File: src/rtl/conv_window_buf.sv
// Streaming KxK sliding-window generator with stride, output coordinates and frame-done pulse.
// Pixels arrive in raster order under valid_in. K-1 line buffers feed a KxK shift window.
module conv_window_buf #(
  parameter int unsigned WIDTH     = 15,
  parameter int unsigned HEIGHT    = 19,
  parameter int unsigned DATA_BITS = 32,
  parameter int unsigned K         = 3,
  parameter int unsigned STRIDE    = 1
) (
  input  logic                         clk,
  input  logic                         rst_n,
  input  logic                         valid_in,
  input  logic [DATA_BITS-1:0]         data_in,
  output logic [K*K*DATA_BITS-1:0]     window_out,
  output logic                         valid_out,
  output logic [$clog2(HEIGHT)-1:0]    out_row,
  output logic [$clog2(WIDTH)-1:0]     out_col,
  output logic                         frame_done
);

  localparam int unsigned RW = $clog2(HEIGHT);
  localparam int unsigned CW = $clog2(WIDTH);
  localparam int unsigned NL = K - 1;

  logic [RW-1:0]          row;
  logic [CW-1:0]          col;
  logic [DATA_BITS-1:0]   line_mem [NL][WIDTH];
  logic [DATA_BITS-1:0]   win      [K][K];
  logic [DATA_BITS-1:0]   win_nxt  [K][K];
  logic [DATA_BITS-1:0]   col_vec  [K];
  logic [K*K*DATA_BITS-1:0] win_flat_c;
  logic                   col_last_c;
  logic                   row_last_c;
  logic                   emit_c;
  logic [31:0]            row_off;
  logic [31:0]            col_off;

  assign col_last_c = (col == CW'(WIDTH - 1));
  assign row_last_c = (row == RW'(HEIGHT - 1));

  // Offsets of the candidate window's top-left corner relative to the current pixel.
  assign row_off = 32'(row) - 32'(K - 1);
  assign col_off = 32'(col) - 32'(K - 1);

  // A window is emitted only when fully inside the frame and aligned to the stride grid.
  assign emit_c = valid_in
                  && (32'(row) >= 32'(K - 1))
                  && (32'(col) >= 32'(K - 1))
                  && ((row_off % 32'(STRIDE)) == 32'd0)
                  && ((col_off % 32'(STRIDE)) == 32'd0);

  // Column of K pixels ending at the incoming pixel: oldest line at index 0.
  always_comb begin
    for (int i = 0; i < K; i++) col_vec[i] = '0;
    col_vec[K-1] = data_in;
    for (int l = 0; l < NL; l++) col_vec[K-2-l] = line_mem[l][col];
  end

  // Next window: shift left one column and append the new pixel column on the right.
  always_comb begin
    for (int i = 0; i < K; i++) begin
      for (int j = 0; j < K; j++) begin
        win_nxt[i][j] = (j == K - 1) ? col_vec[i] : win[i][(j+1) % K];
      end
    end
  end

  // Flatten the next window into element order e = i*K + j.
  always_comb begin
    win_flat_c = '0;
    for (int i = 0; i < K; i++) begin
      for (int j = 0; j < K; j++) begin
        win_flat_c[(i*K+j)*DATA_BITS +: DATA_BITS] = win_nxt[i][j];
      end
    end
  end

  // Raster position counters; wrap at the frame end so the next pixel starts a new frame.
  always_ff @(posedge clk or negedge rst_n) begin
    if (!rst_n) begin
      row <= '0;
      col <= '0;
    end else if (valid_in) begin
      if (col_last_c) begin
        col <= '0;
        row <= row_last_c ? '0 : row + RW'(1);
      end else begin
        col <= col + CW'(1);
      end
    end
  end

  // Line buffers and window registers; contents are don't-care until refilled in-frame.
  always_ff @(posedge clk) begin
    if (valid_in) begin
      line_mem[0][col] <= data_in;
      for (int l = 1; l < NL; l++) line_mem[l][col] <= line_mem[l-1][col];
      win <= win_nxt;
    end
  end

  // Registered outputs; window and coordinates hold between emissions.
  always_ff @(posedge clk or negedge rst_n) begin
    if (!rst_n) begin
      valid_out  <= 1'b0;
      frame_done <= 1'b0;
      window_out <= '0;
      out_row    <= '0;
      out_col    <= '0;
    end else begin
      valid_out  <= emit_c;
      frame_done <= valid_in && col_last_c && row_last_c;
      if (emit_c) begin
        window_out <= win_flat_c;
        out_row    <= RW'(row_off);
        out_col    <= CW'(col_off);
      end
    end
  end

endmodule

File: config.mk
export PLATFORM = sky130hd
export DESIGN_NAME = conv_window_buf
export DESIGN_NICKNAME = d
export VERILOG_FILES = /design/src/rtl/conv_window_buf.sv
export SDC_FILE = /design/constraint.sdc
export NUM_CORES = 1
export LEC_CHECK = 0
export ABC_AREA = 0
export CORE_ASPECT_RATIO = 1.75
export CORE_UTILIZATION = 64
export DETAILED_ROUTE_END_ITERATION = 8
export HOLD_SLACK_MARGIN = 0.08
export PLACE_DENSITY_LB_ADDON = 0.15
export SLEW_MARGIN = 20
export SYNTH_ARGS = -nofsm -noshare
export SYNTH_HDL_FRONTEND = slang
export SYNTH_SLANG_ARGS = --single-unit
export TNS_END_PERCENT = 1
File: constraint.sdc
create_clock -name clk -period 15.3 [get_ports clk]
set_clock_uncertainty 0.15 [all_clocks]
set_input_delay 3.06 -clock clk [delete_from_list [all_inputs] [get_ports clk]]
set_output_delay 3.06 -clock clk [all_outputs]
set_load 0.01 [all_outputs]
### Word-level counts from Yosys, hierarchy flattened

Memory sizes are Yosys's and may differ from the RTL's.
Index checks and enable logic that the tools add are counted.

| operators by class | value |
|---|---|
| bitwise logic cells | 1 |
| multiplexer cells | 12 |
| reduce and logical (&&, ||, !) cells | 6 |
| order comparisons | 4 |
| add/subtract/negate cells | 4 |
| eq/ne operators | 2 |

Operator list:

| operator | count |
|---|---|
| $mux W480 | 1 |
| $bmux W32 S4 | 2 |
| $mux W32 | 5 |
| $demux W32 S4 | 1 |
| $add A5 B1 Y5 const B | 1 |
| $eq A5 B5 Y1 const B | 1 |
| $ge A5 B2 Y1 const B | 1 |
| $ge A5 B5 Y1 const B | 1 |
| $logic_and A1 B1 Y1 | 5 |
| $lt A5 B1 Y1 const B | 1 |
| $mux W5 | 1 |
| $not A4 Y5 | 1 |
| $sub A5 B2 Y5 const B | 1 |
| $add A4 B1 Y4 const B | 1 |
| $eq A4 B4 Y1 const B | 1 |
| $ge A4 B2 Y1 const B | 1 |
| $mux W4 | 1 |
| $sub A4 B2 Y4 const B | 1 |
| $reduce_and A2 Y1 | 1 |
| $mux W1 | 1 |

| storage, ports and cells | value |
|---|---|
| RAM bits | 960 |
| memories kept | 1 |
| output and inout port bits | 299 |
| input port bits | 35 |
| word-level logic and storage cells | 43 |
| register bits | 500 |

Memories:

| memory | words | width | rd ports | clocked after Yosys merged registers in | write ports | RTL line | source |
|---|---|---|---|---|---|---|---|
| line_mem | 2 | 480 | 2 | 0 | 2 | 27 | `logic [DATA_BITS-1:0] line_mem [NL][WIDTH];` |

### Depth between registers and ports, before layout

Gate-level depths: netlist of run 1.

| depth | value |
|---|---|
| depth in word-level cells | 6 |
| depth in mapped cells | 10 |
| gate-level depth less buffers | 7 |

### Least setup slack after synthesis of run 1

No wires, ideal clock.

| path | value |
|---|---|
| kind | input to register |
| from | input valid_in |
| to | memory line_mem[0][416] (netlist name), enable pin |
| cell stages on the path | 4 |
| slack | 6482 ps |
| setup time | 565 ps |
| required time | 14585 ps |
| data arrival time | 8104 ps |
| buffers on the path | 1 |
| cell sequence | clkbuf_1 > nand2_1 > or2_2 > nor3_1 |

RTL lines:

| what | RTL line | source |
|---|---|---|
| start: declaration | 12 | `input logic valid_in,` |
| end: declaration | 27 |  |

### Worst setup path in the final report of run 1

| path | value |
|---|---|
| from | input valid_in |
| to | register window_out[81] |

| between the ends | value |
|---|---|
| cells in the longest elaborated chain, start to end | 2 |

RTL lines:

| what | RTL line | source |
|---|---|---|
| $logic_and A1 B1 Y1 | 47 | `&& (32'(row) >= 32'(K - 1))` |
| $logic_and A1 B1 Y1 | 48 | `&& (32'(col) >= 32'(K - 1))` |
| end signal: assignment | 114 | `window_out <= win_flat_c;` |
| end: declaration | 14 | `output logic [K*K*DATA_BITS-1:0] window_out,` |

Every way passes these cells.
A chain may end at the register's enable or synchronous reset.

==> results, run 1 <==
- The first detailed-routing pass took 6 iterations.
- The post-detailed-route DRC marker count is 0.
- The starting density of the core is 64.9%.
- The half-perimeter wire length after detailed placement is 76200 um.
- Entering global routing, the biggest net connects 209 pins.
- The total congestion overflow after global routing is 0.
- The leading cell type in the layout, fill and taps excluded is edfxtp_1.
- The met3 global-route usage is 4.80%.
- The first global-routing pass estimated 195000 um of wire.
- The H-tree was split into 3 levels.
- The total of endpoints with negative setup slack in the final report is 0.
- The number of inserted filler cells in the final layout is 4989.
- At the end of routability-driven placement, the weighted congestion stood at 0.824.
- The global-route track usage on met2 is 53.2%.
- In the final routed layout, each cell accounts on average for 26.9 um.
- After clock tree synthesis, the flow added hold-fix buffers numbering 0.
- The quantity of gates resized following cts is 0.
- The biggest fanout along the worst timing path is 132.
- The clock tree root buffer cell is clkbuf_16.
- The core box area is 0.0847 sq mm.
- Dividing the final minimum period by the clock period gives 39.2%.
- 334 I/O pins were placed.
- Clock-pin slew was measured on the worst setup and hold paths at 0.06 ns.
- VDD sags by at most 0.151 mV.
- The signal on the critical path passes through buf_8 -> o311ai_4 -> inv_8 -> buf_4 -> nand2_4 -> o221ai_1.
- The count of port buffers added during placement is 333.
- The number of global-route vias before repair is 31700.
- The worst setup path is captured at a register.
- The total area of sequential cells is 0.0423 sq mm.
- The final count of hold timing violations was 0.
- In this run the post-CTS setup repair buffer count came out at 0.
- The top cell types in the final layout, fill and taps aside, are 1152 x edfxtp_1, 811 x nand2_1, 331 x clkdlybuf4s50_1.
- The initial DRC count is 3094.
- Setup repair after global routing left no endpoint under its margin.
- The synthesized netlist cell count is 3327.
- The share of final-layout standard cells stronger than drive strength 1 is 12.2%.
- The clock passes through at most 3 buffers.
- Subtracting the final worst setup slack from the clock period gives 6.00 ns.
- In this run, synthesis produced a sequential element count of 1460.
- Timing would allow up to 0.167 GHz.
- When the netlist entered floorplanning its net count stood at 3368.
- For this run, the post-layout net count is 3708.
- The CTS tree is built.
- Summing every instance area after synthesis gives 0.0549 sq mm.
- The static leakage is 23.5 nW.
- The class of the most critical setup path is in -> reg.
- The total power per unit cell area is 211 mW/mm^2.
- The critical path's largest stage delay is 0.79 ns.
- The number of maximum-capacitance violations is 0.
- The aggregate negative setup slack is 0 ns.
- The met1 demand-to-capacity share in global routing is 37.6%.
- The flow ran to the end, and the final reports show no timing, DRC or antenna violations.
- At the pin with the least slew margin, the transition time is 1.18 ns.
- The detailed-route vias per instance is 6.28.
- Headroom to the max-slew limit came out at 21.3%.
- The area of combinational cells with multiple inputs is 0.0116 sq mm.
- The average instance in the mapped netlist occupies 16.5 sq um.
- For this block, the via count after detailed routing is 30400.
- The number of distinct library cell variants in the gate-level netlist after synthesis is 46.
- The number of warnings reported in the yosys synthesis log is 0.
- The register area share after synthesis is 77.0%.
- The CTS sink count is 1460.
- In this run the vertical extent of the chip is 390 um.
- On the critical path the largest part of the delay comes from buffers and inverters.
- The tightest hold path in the finished design has a slack of 0.287 ns.
- The number of antenna violations at the first check in global routing is 0.
- The detail route stage leaves a number of antenna-violating nets equal to 0.
- Counting both buffers and inverters, the worst setup path holds a total of 3.
- The area overhead of the layout relative to synthesis is 15.4%.
- The final wirelength is 130000 um.
- In this run the horizontal extent of the chip is 223 um.
- In this run the core area contains 141 standard-cell rows.
- The global routing stage identified its most utilized layer as met2.
- The die footprint is 0.0871 sq mm.
- The slowest cell on the critical path is nand2_4.
- The data arrival time at the worst-slack endpoint is 6.43 ns.
- STA puts the critical path data required time at 15.74 ns.
- The critical path startpoint category is an input pin.
- The number of clock buffers added by TritonCTS is 119.
- The max-slew violation count is 0.
- The total global routing track utilization is 30.7%.
- The clock latency on the worst-skew pair is 0.72 ns.
- The worst hold-check path type is reg -> reg.
[synth_stat cells (all sizes together)]
master | instances | area share [%]
edfxtp | 1152 | 63
nand2 | 813 | 5.6
dfrtp | 308 | 14
mux2i | 256 | 4.7
buf | 132 | 1.4
a21oi | 116 | 1.1
mux4 | 114 | 4.7
o221ai | 114 | 2.2
inv | 66 | 0.46
a22oi | 57 | 0.78
clkbuf | 50 | 0.35
nor2 | 33 | 0.23
mux2 | 22 | 0.45
o22ai | 15 | 0.17
o21ai | 13 | 0.12
nand3 | 11 | 0.10
a222oi | 7 | 0.13
a41oi | 7 | 0.11
ha | 6 | 0.14
nor3 | 5 | 0.046
nand2b | 4 | 0.046
or3 | 4 | 0.046
or3b | 3 | 0.048
xnor2 | 3 | 0.048
a31oi | 2 | 0.023
and2 | 2 | 0.023
nor2b | 2 | 0.023
and3 | 1 | 0.011
and3b | 1 | 0.016
nand3b | 1 | 0.014
nand4 | 1 | 0.011
nor3b | 1 | 0.014
nor4 | 1 | 0.011
o311ai | 1 | 0.016
o31ai | 1 | 0.014
or2 | 1 | 0.011
xor2 | 1 | 0.016
[worst paths after layout]
| kind | start | end | slack, ns | cells past startpoint |
|---|---|---|---|---|
| min in group asynchronous | rst_n | window_out[61] | 2.12 | 1 |
| setup reg to reg | col[1] | line_mem[0][798] | 10.44 | 6 |
| max in group asynchronous | rst_n | col[3] | 10.66 | 3 |
| hold reg to reg | win[242] | window_out[18] | 0.29 | 2 |
| hold / removal | win[242] | window_out[18] | 0.29 | 2 |
| setup / recovery | valid_in | window_out[81] | 9.30 | 6 |
[worst register-to-register path, cell delays in order (launching register included)]
cell      delay [ns]
dfrtp_2         0.82
buf_4           0.83
clkinv_2        0.46
buf_4           0.44
buf_4           0.49
mux2i_1         0.36
a21oi_2         0.94
[through the flow]
step	setup slack [ns]	power, mW	instances	cell area, sq um	utilization (%)
2_1_floorplan	6.48	8.22	3327	54900	-
3_3_place_gp	8.70	10.1	4618	59400	70.1
3_5_place_dp	8.59	10.3	4618	59400	70.1
4_1_cts	9.35	13.4	4840	63400	74.9
5_1_grt	9.16	13.9	4840	63400	74.9
6_report	9.30	13.4	4841	63400	74.9
[cell type report]
type | instances | area share (%)
flip-flops and latches | 1460 | 66.7
multi-input cells | 1619 | 18.3
repair buffers | 401 | 6.12
clock buffers | 171 | 5.63
well taps | 1072 | 2.11
clock inverters | 51 | 0.750
inverters | 66 | 0.406
diodes | 1 | 0.00395
[routing by layer]
layer  vias up  share of wire, %  wire, um
li1      13100                 -         -
met2      1538                52     67600
met3       304               7.2      9330
met4         0               5.1      6640
met5         -                 0         0
met1     15500                36     46900
[power breakdown]
group	leakage, nW	internal [mW]	switching, mW
clock	1.99	1.77	1.35
combinational	7.22	1.61	2.62
sequential	14.3	5.55	0.472
[kinds of logic after synthesis]
| kind of cell | Yosys count | share of synthesized area, % |
|---|---|---|
| compound gates | 333 | 4.58 |
| simple gates | 884 | 6.21 |
| xor+xnor | 4 | 0.0638 |
| fa+ha+maj | 6 | 0.137 |
| buf+inv | 248 | 2.23 |
| mux | 392 | 9.79 |
| flops | 1460 | 77.0 |
[flip-flops by register name, indices dropped and copies added (netlist names)]
register / count
frame_done: 1
line_mem: 960
col: 4
out_col: 4
valid_out: 1
window_out: 288
out_row: 5
win: 192
row: 5
Note: power is estimated with default switching activity, not from simulation.
==> run 2: changes to the inputs <==
--- a/config.mk
+++ b/config.mk
@@ -7,7 +7,7 @@
 export LEC_CHECK = 0
 export ABC_AREA = 0
 export CORE_ASPECT_RATIO = 1.75
-export CORE_UTILIZATION = 64
+export CORE_UTILIZATION = 53
 export DETAILED_ROUTE_END_ITERATION = 8
 export HOLD_SLACK_MARGIN = 0.08
 export PLACE_DENSITY_LB_ADDON = 0.15
==> constraint.sdc (replaced) <==
create_clock -name clk -period 5.3 [get_ports clk]
set_clock_uncertainty 0.15 [all_clocks]
set_input_delay 1.06 -clock clk [delete_from_list [all_inputs] [get_ports clk]]
set_output_delay 1.06 -clock clk [all_outputs]
set_load 0.01 [all_outputs]
==> results, run 2 (synthesized netlist as in run 1, its figures left out) <==
- The run finished with clean final reports.
- The worst IR drop on VDD is 0.481 mV.
- The quantity of gates resized following cts is 0.
- The CTS sink count is 1460.
- The final count of hold timing violations is 0.
- The final wirelength is 135000 um.
- At the pin with the least slew margin, the transition time is 1.11 ns.
- The tightest hold path in the finished design has a slack of 0.130 ns.
- Setup repair after global routing left no endpoint under its margin.
- The total cell area at the placement stage is 0.0600 sq mm.
- Clock-pin slew was measured on the worst setup and hold paths at 0.06 ns.
- The detailed-route vias per instance is 5.84.
- The clock tree root buffer cell is clkbuf_16.
- The category of the worst setup path capture point is a register.
- The worst max-slew margin expressed relative to the limit is 26.2%.
- The final design area excluding fillers is 0.0644 sq mm.
- The clock buffer count from CTS is 131.
- The aggregate negative setup slack is 0 ns.
- In this run the count of I/O pins placed on the die edge is 334.
- The number of maximum-capacitance violations is 0.
- Dividing total power by cell area gives a power density of 609 mW/mm^2.
- STA classifies the critical path startpoint as a register.
- The finished layout holds 5131 standard cells, fillers aside.
- Global routing used 26.3% of the available tracks across all layers.
- Measured along the x axis, the die boundary spans 245 um.
- The largest registers in the layout are line_mem: 960 flops, window_out: 288 flops, win: 192 flops.
- The cell occurring most often along the worst timing path is a21oi_1.
- The first global-routing pass estimated 201000 um of wire.
- After filler insertion, the fill cell instance count of the layout stands at 7380.
- The signal on the critical path passes through nand2b_2 -> buf_4 -> o221ai_1 -> a21oi_1 -> a21oi_1.
- The worst hold-check path type is in -> async.
- The number of global-route vias before repair is 31100.
- For this run, the slowest stage of the critical path takes 1.09 ns.
- The core box area is 0.102 sq mm.
- The pin count of the biggest net entering global routing is 137.
- The detail-routed net length per standard cell is 26.3 um.
- The flip-flop count of the largest register, all copies and words added is 960.
- The static leakage is 23.8 nW.
- Dividing the final minimum period by the clock period gives 70.2%.
- After clock tree synthesis, the setup repair step added 0 buffers.
- On the critical path, the stage with the largest delay is an instance of dfrtp_2.
- The power consumption is 39.3 mW.
- The initialized floorplan defines 155 standard-cell rows.
- The initial DRC count is 2363.
- TritonCTS built the clock tree.
- For this block, the via count after detailed routing is 30000.
- The post-detailed-route count of antenna-violating nets is 0.
- The library cells used most frequently in the layout, excluding fill and tap cells, are 1152 x edfxtp_1, 811 x nand2_1, 331 x clkdlybuf4s50_1.
- The critical path is of the reg -> reg type.
- The required time at the worst-slack endpoint is 5.57 ns.
- The max-slew violation count was 0.
- At the later pin of the worst-skew pair, clock insertion delay measures 0.76 ns.
- The area overhead of the layout relative to synthesis is 17.3%.
- For the worst setup path, the data arrival time is 3.99 ns.
- Measured on the finished design, the core utilization comes to 62.9%.
- The number of H-tree levels is 4.
- The number of antenna violations at the first check in global routing is 2.
- The count of port buffers added during placement is 333.
- In the final layout, the share of cells above drive strength 1 is 12.6%.
- From bottom edge to top edge, the die measures 428 um.
- The count of TritonRoute iterations in the first routing pass is 6.
- No sink is reached through more buffers than the 3 on the longest clock path.
- After layout, the worst setup slack is 1.58 ns.
- The sum of buffers and inverters on the critical path is 1.
- In this run the worst path has a maximum fanout of 36.
- Hold repair after CTS inserted 0 buffers.
- The setup slack at placement is 1.47 ns.
- The highest clock frequency the design can meet is 0.269 GHz.
- The starting density of the core is 53.7%.
- The count of placed standard cells including taps is 4891.
- The leading cell type in the layout, fill and taps excluded is edfxtp_1.
- The congestion estimate from routability-driven global placement came to 0.789.
- The kind of cell adding the most delay to the critical path is compound AO/OA/AOI/OAI gates.
- The half-perimeter wire length after detailed placement is 77900 um.
- The final-stage net count is 3731.
- Setup violations remaining at the end of the flow were counted as 0.
- The register with the most flip-flops in the final layout is line_mem.
- After global routing the overflow that remains totals 0.
- After detailed routing, the number of remaining DRC violations is 0.
- Subtracting the final worst setup slack from the clock period gives 3.72 ns.
- The die footprint is 0.105 sq mm.
[run 2: worst paths after layout]
check                         start                to  slack, ns  cells past startpoint
max                          col[1]  line_mem[0][959]       1.58                      5
min                           rst_n    window_out[29]       0.13                      1
max reg2reg                  col[1]  line_mem[0][959]       1.58                      5
min reg2reg                win[138]   window_out[106]       0.28                      2
max in group asynchronous     rst_n   window_out[168]       3.83                      2
min in group clk           win[138]   window_out[106]       0.28                      2
[run 2: routing by layer]
metal  global-route usage, %  vias up  wire (um)
met5                       0        -          0
met2                    45.0     1140      68900
li1                        -    13200          -
met4                    11.5        0       5870
met1                    33.1    15400      52200
met3                    4.21      246       8260
[run 2: report_power, final]
part	switching (mW)	internal, mW
Combinational	7.38	4.75
Clock	4.07	5.56
Sequential	1.48	16.0
[run 2: area by class of cell]
class                           count  area [sq um]  area share [%]
Antenna cell                        1          2.50         0.00388
Multi-Input combinational cell   1619         11600            18.0
Timing Repair Buffer              412          4210            6.54
Tap cell                         1334          1670            2.59
Inverter                           66           262           0.406
Clock buffer                      186          3810            5.91
Sequential cell                  1460         42300            65.7
Clock inverter                     53           564           0.876
